<file path="src/rtl/iota_step_if.sv">
// Slice-memory port shared by the Keccak step engines (chi, iota).
// Latency: none, wires only; read data returns one cycle after mem_r.
// Backpressure: none; the memory accepts one access per cycle.
interface iota_step_if;
  logic [5:0]  mem_adr;  // slice address z
  logic [0:24] mem_in;   // slice write data, bit i = lane 5y+x
  logic        mem_r;    // read strobe
  logic        mem_w;    // write strobe
  logic [0:24] in;       // slice read data, valid the cycle after mem_r

  modport master (output mem_adr, output mem_in, output mem_r, output mem_w, input in);
  modport slave  (input mem_adr, input mem_in, input mem_r, input mem_w, output in);
endinterface

</file>
<file path="src/rtl/iota_step.sv">
// Keccak-f[1600] iota: XOR RC[round][z] into lane (0,0) of every slice z.
// Latency: 2 cycles per slice visited (128 full sweep, 14 with IOTA_SPARSE_SWEEP_EN).
// Backpressure: none; start is a level request, done is held until start drops.
module iota_step #(
  parameter int SLICES = 64,
  parameter int ROUNDS = 24
) (
  input  logic          clock,
  input  logic          reset,
  input  logic          start,
  input  logic [4:0]    round_idx,
  iota_step_if.master   mem,
  output logic          done,
  output logic          bad_round
);

  typedef enum logic [1:0] {IDLE, READ, WRITE, DONE} state_t;

  localparam logic [5:0] LAST_Z  = 6'(SLICES - 1);
  localparam logic [5:0] NROUNDS = 6'(ROUNDS);

  state_t      state_q, state_d;
  logic [5:0]  z_q, z_d;
  logic [6:0]  rc_q, rc_d;   // RC bits at z = 2^j-1, j = 0..6
  logic        bad_q, bad_d;
  logic        round_bad;
  logic        rc_bit;
  logic [5:0]  z_next;

  // Only slices 0,1,3,7,15,31,63 can carry a nonzero RC bit, so the ROM
  // stores just those seven bits per round.
  function automatic logic [6:0] rc_rom(input logic [4:0] r);
    case (r)
      5'd0:    rc_rom = 7'h01;
      5'd1:    rc_rom = 7'h1A;
      5'd2:    rc_rom = 7'h5E;
      5'd3:    rc_rom = 7'h70;
      5'd4:    rc_rom = 7'h1F;
      5'd5:    rc_rom = 7'h21;
      5'd6:    rc_rom = 7'h79;
      5'd7:    rc_rom = 7'h55;
      5'd8:    rc_rom = 7'h0E;
      5'd9:    rc_rom = 7'h0C;
      5'd10:   rc_rom = 7'h35;
      5'd11:   rc_rom = 7'h26;
      5'd12:   rc_rom = 7'h3F;
      5'd13:   rc_rom = 7'h4F;
      5'd14:   rc_rom = 7'h5D;
      5'd15:   rc_rom = 7'h53;
      5'd16:   rc_rom = 7'h52;
      5'd17:   rc_rom = 7'h48;
      5'd18:   rc_rom = 7'h16;
      5'd19:   rc_rom = 7'h66;
      5'd20:   rc_rom = 7'h79;
      5'd21:   rc_rom = 7'h58;
      5'd22:   rc_rom = 7'h21;
      5'd23:   rc_rom = 7'h74;
      default: rc_rom = 7'h00;
    endcase
  endfunction

  // Pick the stored RC bit for the current slice; all other slices get 0.
  always_comb begin
    rc_bit = 1'b0;
    case (z_q)
      6'd0:    rc_bit = rc_q[0];
      6'd1:    rc_bit = rc_q[1];
      6'd3:    rc_bit = rc_q[2];
      6'd7:    rc_bit = rc_q[3];
      6'd15:   rc_bit = rc_q[4];
      6'd31:   rc_bit = rc_q[5];
      6'd63:   rc_bit = rc_q[6];
      default: rc_bit = 1'b0;
    endcase
  end

  assign round_bad = ({1'b0, round_idx} >= NROUNDS);

  // Sparse mode walks z = 2^j-1 by shifting in a one; full mode counts up.
`ifdef IOTA_SPARSE_SWEEP_EN
  assign z_next = {z_q[4:0], 1'b1};
`else
  assign z_next = z_q + 6'd1;
`endif

  // Next-state and Moore outputs; memory strobes depend only on state.
  always_comb begin
    state_d     = state_q;
    z_d         = z_q;
    rc_d        = rc_q;
    bad_d       = bad_q;
    mem.mem_adr = 6'd0;
    mem.mem_in  = 25'd0;
    mem.mem_r   = 1'b0;
    mem.mem_w   = 1'b0;
    done        = 1'b0;
    bad_round   = 1'b0;
    case (state_q)
      IDLE: begin
        if (start) begin
          rc_d    = round_bad ? 7'h00 : rc_rom(round_idx);
          bad_d   = round_bad;
          z_d     = 6'd0;
          state_d = READ;
        end
      end
      READ: begin
        mem.mem_r   = 1'b1;
        mem.mem_adr = z_q;
        state_d     = WRITE;
      end
      WRITE: begin
        mem.mem_w     = 1'b1;
        mem.mem_adr   = z_q;
        mem.mem_in    = mem.in;
        mem.mem_in[0] = mem.in[0] ^ rc_bit;
        if (z_q == LAST_Z) begin
          state_d = DONE;
        end else begin
          z_d     = z_next;
          state_d = READ;
        end
      end
      DONE: begin
        done      = 1'b1;
        bad_round = bad_q;
        if (!start) state_d = IDLE;
      end
      default: state_d = IDLE;
    endcase
  end

  // State registers; reset aborts a sweep on the spot.
  always_ff @(posedge clock) begin
    if (!reset) begin
      state_q <= IDLE;
      z_q     <= 6'd0;
      rc_q    <= 7'h00;
      bad_q   <= 1'b0;
    end else begin
      state_q <= state_d;
      z_q     <= z_d;
      rc_q    <= rc_d;
      bad_q   <= bad_d;
    end
  end

endmodule

</file>
<file path="src/flat_wrapper.sv">
// flat-port wrapper written by rule: the top's interface ports become plain ports
module iota_step_flat 
#(
  parameter int SLICES = 64,
  parameter int ROUNDS = 24
)
  (clock, reset, start, round_idx, done, bad_round, mem_mem_adr, mem_mem_in, mem_mem_r, mem_mem_w, mem_in);
  iota_step_if mem_i ();
  input  logic clock;
  input  logic reset;
  input  logic start;
  input  logic [4:0] round_idx;
  output logic done;
  output logic bad_round;
  output wire logic [$bits(mem_i.mem_adr)-1:0] mem_mem_adr;
  output wire logic [$bits(mem_i.mem_in)-1:0] mem_mem_in;
  output wire logic [$bits(mem_i.mem_r)-1:0] mem_mem_r;
  output wire logic [$bits(mem_i.mem_w)-1:0] mem_mem_w;
  input wire logic [$bits(mem_i.in)-1:0] mem_in;
  assign mem_mem_adr = mem_i.mem_adr;
  assign mem_mem_in = mem_i.mem_in;
  assign mem_mem_r = mem_i.mem_r;
  assign mem_mem_w = mem_i.mem_w;
  assign mem_i.in = mem_in;
  iota_step #(.SLICES(SLICES), .ROUNDS(ROUNDS)) u_core (.clock(clock), .reset(reset), .start(start), .round_idx(round_idx), .mem(mem_i), .done(done), .bad_round(bad_round));
endmodule
</file>
<file path="config.mk">
export PLATFORM = sky130hd
export DESIGN_NAME = iota_step_flat
export DESIGN_NICKNAME = d
export VERILOG_FILES = /design/src/rtl/iota_step_if.sv /design/src/rtl/iota_step.sv /design/src/flat_wrapper.sv
export SDC_FILE = /design/constraint.sdc
export NUM_CORES = 1
export LEC_CHECK = 0
export CAP_MARGIN = 20
export CORE_AREA = 2 2 74 62
export DETAILED_ROUTE_END_ITERATION = 7
export DIE_AREA = 0 0 76 64
export DONT_BUFFER_PORTS = 1
export GPL_ROUTABILITY_DRIVEN = 0
export HOLD_SLACK_MARGIN = 0.06
export PLACE_DENSITY = 0.59
export SLEW_MARGIN = 20
export SYNTH_ARGS = -nofsm -noshare
export SYNTH_HDL_FRONTEND = slang
export SYNTH_SLANG_ARGS = --single-unit
export TNS_END_PERCENT = 10
</file>
<file path="constraint.sdc">
create_clock -name clock -period 2.1 [get_ports clock]
set_input_delay 0.42 -clock clock [delete_from_list [all_inputs] [get_ports clock]]
set_output_delay 0.42 -clock clock [all_outputs]
set_load 0.02 [all_outputs]
</file>
Word level (Yosys, flattened, before mapping)
Memories as Yosys holds them, arrays and structs flattened.
Index checks and enable logic that the tools add are counted.
Cells by class
  mux-type cells: 15
  $lt $le $gt $ge: 1
  reduce and logical (&&, ||, !) cells: 7
  $add $sub $neg: 1
  equality and inequality tests: 12
  bitwise operators: 1
Operators by type and width (number)
  25-bit 2-to-1 mux: 1
  6-bit 2-to-1 mux: 3
  6-bit case mux with 2 select lines: 1
  2-bit case mux with 4 select lines: 1
  7-bit 2-to-1 mux: 1
  1-bit case mux with 7 select lines: 1
  6-bit by 1-bit adder with 6-bit output, second input constant: 1
  6-bit by 1-bit == test with 1-bit output, second input constant: 1
  6-bit by 2-bit == test with 1-bit output, second input constant: 1
  6-bit by 3-bit == test with 1-bit output, second input constant: 1
  6-bit by 4-bit == test with 1-bit output, second input constant: 1
  6-bit by 5-bit == test with 1-bit output, second input constant: 1
  6-bit == test, second input constant: 1
  6-bit logical NOT: 1
  2-bit 2-to-1 mux: 3
  2-bit inequality test, second input constant: 3
  5-bit >= comparator, second input constant: 1
  2-bit == test, second input constant: 2
  1-bit 2-to-1 mux: 4
  2-bit AND reduction: 2
  3-bit AND reduction: 1
  2-bit by 1-bit == test with 1-bit output, second input constant: 1
  2-bit logical NOT: 1
  2-bit nonzero test: 1
  2 further kinds: 2
Storage, ports and cells
  memories: 1
  input bits: 33
  memory bits (read-only): 224
  output and inout port bits: 35
  bits in registers: 16
Memory list
  (name not given): words 32, bits a word 7, read ports 1, clocked after Yosys merged registers in 0, wr ports 0, line iota_step.sv:33  | case (r)

Logic depth before layout (Yosys ltp)
  word-level depth: 4
  mapped depth: 6

Worst setup path before layout
No wires, ideal clock.
  path kind: register -> output
  start point: register u_core.z_q[0]
  end point: output mem_mem_in[24]
  required time: 1.680 ns
  path slack: 0.218 ns
  cell stages (with the launch flop): 6
  data arrival time: 1.462 ns
  buffers on the path: 0
  cells stage by stage: dfxtp_1 > ha_1 > and4_4 > nand3_1 > o221ai_1 > mux2i_1
Between the ends
  cells in the longest elaborated chain, start to end: 4
Ends and longest elaborated chain
  start: declaration: line iota_step.sv:23  | logic [5:0] z_q, z_d;
  start signal: assignment: line iota_step.sv:142  | z_q <= z_d;
  6-bit == test, or another cell as far along: line iota_step.sv:65  | case (z_q)
  1-bit case mux with 7 select lines (*): line iota_step.sv:65
  1-bit bitwise XOR (*): line iota_step.sv:116  | mem.mem_in[0] = mem.in[0] ^ rc_bit;
  25-bit 2-to-1 mux (*): line iota_step.sv:98  | case (state_q)
  end: declaration: line flat_wrapper.sv:16  | output wire logic [$bits(mem_i.mem_in)-1:0] mem_mem_in;
Every way passes the cells marked *; elsewhere a longest branch is shown, timed or not.

Final worst setup path
Same ends and word-level chain as after synthesis.

==> impl_results.md <==
- Clock Tree Buf Depth: 2
- Reg clk slew, reported paths: 0.07 ns
- Initial antenna violation count: 0
- First-pass GRT wire length: 5090 um
- Leak Pwr: 0.615 nW
- Seq/Total Area, Yosys: 22.8%
- Worst Path Max Fanout: 6
- Max-cap violations: 0
- Fillcell total: 444
- Cells after Synth: 179
- Netlist cell types: 42
- Port bufs: 0
- Skew-Pair Late Insertion Delay: 0.25 ns
- Remaining global-route overflow: 0
- Flops & latches, synth: 16
- Final Hold Vio Count: 0
- Core ar.: 4070 sq um
- DPL Wire Length: 2540 um
- ANT nets after route: 0
- Slew @ Worst Pin: 0.571 ns
- Residual DRC: 0
- Row cnt: 21
- Gr usage total: 12.8%
- CTS Root Cell: clkbuf_8
- Mean Syn Cell Area: a little under 8 sq um
- Fin crit period: 2.09 ns
- Chip Width: 76 um
- Ys Warns: 0
- Hold slack: 0.292 ns
- Slew Viols, Final: 0
- Diodes inserted: 0
- Largest net degree at the start of global routing: 30
- WL/cell: 14.0 um
- Fin area: 1570 sq um
- Sink Count: 16
- Critical Path End Type: primary output
- CTS tree: yes
- Most frequent cells in the layout: and2_1 (31), o21ai_0 (15), nand2_1 (14)
- Hold Crit Class: primary input to flop
- Layout cells sized above 1: 15.0%
- RSZ-0062 raised after global routing: yes
- Final Power: a little over 0.9 mW
- Final nets: 229
- Max Fclk: approximately 480 MHz
- Initial core utilization: 34.5%
- Vias: 1247
- Outcome: finished, final reports clean
- Final period util: 99.4%
- Die Area: 4860 sq um
- Post-Route WL: 3330 um
- Synthesized area: 1410 sq um
- Slew margin rel.: 61.5%
- Vias in the first global route: between 1k and 1.5k
- H-tree levels: 1
- Syn Nets: 226
- Pwr per Cell Area: roughly 590 nW/um^2
- P&R area growth vs syn: 11.7%
- Post-DR vias/cell: 5.26
- I/O pin count: 68
- First-pass detailed-route iteration total: 4
- Die Ht: 64 um
- Placed inst area: between 1000 and 1500 sq um
- Most common cell after layout, fill and taps aside: and2_1
- CP arrival: 1.67 ns
- Clock Skews: slightly above 0.008 ns
- Startpoint types: flop
- Num CTS Buffers: 3
- Kind of critical path: flop to primary output
- Final setup viols: 0
- Starting DRT DRC Count: 66
- Critical path required time: 1.68 ns
- VDD IR max: approximately 0.38 mV
==> cells in the mapped netlist <==
cell | instances | area [sq um]
o31ai_1 | 1 | 7.51
a222oi_1 | 1 | 10.0
dfxtp_1 | 16 | 320
nor2b_1 | 2 | 12.5
or3_2 | 3 | 22.5
nand3_1 | 5 | 25.0
a21oi_1 | 10 | 50.1
nor3_1 | 1 | 5.00
a2111o_1 | 1 | 11.3
o211a_1 | 2 | 20.0
nor2_1 | 8 | 30.0
o21a_1 | 1 | 7.51
o2111ai_1 | 1 | 8.76
and3_1 | 1 | 6.26
o311ai_0 | 1 | 8.76
and2_1 | 31 | 194
mux2_2 | 2 | 22.5
a211o_2 | 1 | 10.0
a21boi_0 | 3 | 22.5
a22oi_1 | 1 | 7.51
and4_4 | 1 | 11.3
buf_1 | 1 | 3.75
mux4_2 | 1 | 22.5
a211oi_1 | 2 | 15.0
nand2_1 | 14 | 52.6
clkbuf_1 | 6 | 22.5
a2bb2oi_1 | 1 | 8.76
or3_1 | 1 | 6.26
nand2b_1 | 2 | 12.5
o221ai_1 | 2 | 17.5
and2_2 | 1 | 7.51
a31oi_1 | 4 | 25.0
o21ai_0 | 15 | 75.1
ha_1 | 14 | 175
buf_4 | 1 | 7.51
mux2i_1 | 5 | 50.1
o211ai_1 | 1 | 7.51
nand3b_1 | 2 | 15.0
o22ai_1 | 1 | 6.26
or4_1 | 1 | 7.51
inv_1 | 10 | 37.5
a31o_4 | 1 | 17.5
==> where the power goes <==
part | leakage [nW] | internal, mW | switching (mW) | total (mW)
clock network | 0.0216 | 0.127 | 0.106 | 0.234
registers | 0.133 | 0.334 | 0.0241 | 0.358
logic | 0.460 | 0.128 | 0.208 | 0.336
total | 0.615 | 0.589 | 0.339 | 0.928
==> final timing paths <==
kind	startpoint	end	cells after the start	slack, ns
worst max-delay path	u_core.z_q[0]	mem_mem_in[24]	6	0.01
worst min-delay path	reset	u_core.state_q[1]	1	0.29
worst max register to register	u_core.state_q[0]	u_core.z_q[5]	6	0.26
worst min register to register	u_core.bad_q	u_core.bad_q	2	0.47
==> routing by layer <==
layer | up-vias | part of all wire (%) | track usage [%] | routed length [um]
li1 | 642 | - | - | -
met1 | 579 | 51 | 18.7 | 1700
met2 | 22 | 44 | 18.3 | 1450
met3 | 4 | 4.7 | 3.95 | 157
met4 | 0 | 0.66 | 2.73 | 22
met5 | - | 0 | 0 | 0
==> repair_timing <==
item	CTS	global route
buffers inserted	1	2
hold buffers	0	0
pin swaps	2	2
resized for setup	5	9
setup endpoints to repair	1	1
==> logic make-up (layout without fill, tap and decap cells) <==
family / Yosys count / count (layout) / synth area share (%)
AO/OA/AOI/OAI: 50 / 50 / 23.9
adder cells (fa/ha/maj): 14 / 14 / 12.5
multiplexers: 8 / 8 / 6.76
buffers and inverters: 18 / 19 / 5.07
flip-flops: 16 / 16 / 22.8
AND/OR/NAND/NOR: 73 / 73 / 29.0
==> state kept, by name, summed over array words and instances, names as in the netlist <==
signal and cells:
u_core.rc_q 7, u_core.z_q 6, u_core.state_q 2, u_core.bad_q 1
==> layout make-up <==
type,count,area (sq um),area share (%)
Inverter,10,42.5,2.71
Timing Repair Buffer,6,45.0,2.87
Multi-Input combinational cell,145,1040,66.3
Sequential cell,16,329,20.9
Clock buffer,3,41.3,2.63
Tap cell,57,71.3,4.54
==> worst max-delay path: stages (launching register included) <==
cell and delay, ns:
dfxtp_4 0.40, inv_4 0.05, ha_4 0.15, a222oi_1 0.28
o221ai_1 0.19, mux2i_1 0.17, buf_4 0.16
==> through the flow <==
| stage | util (%) | instances | worst slack, ns | setup TNS [ns] |
|---|---|---|---|---|
| 5_1_grt | 38.6 | 237 | -0.141 | -0.141 |
| 2_1_floorplan | - | 179 | 0.218 | 0 |
| 3_5_place_dp | 36.0 | 231 | 0.163 | 0 |
| 3_3_place_gp | 36.0 | 231 | 0.199 | 0 |
| 6_report | 38.6 | 237 | 0.0132 | 0 |
| 4_1_cts | 37.4 | 235 | 0.00278 | 0 |
Note: power is estimated with default switching activity, not from simulation.
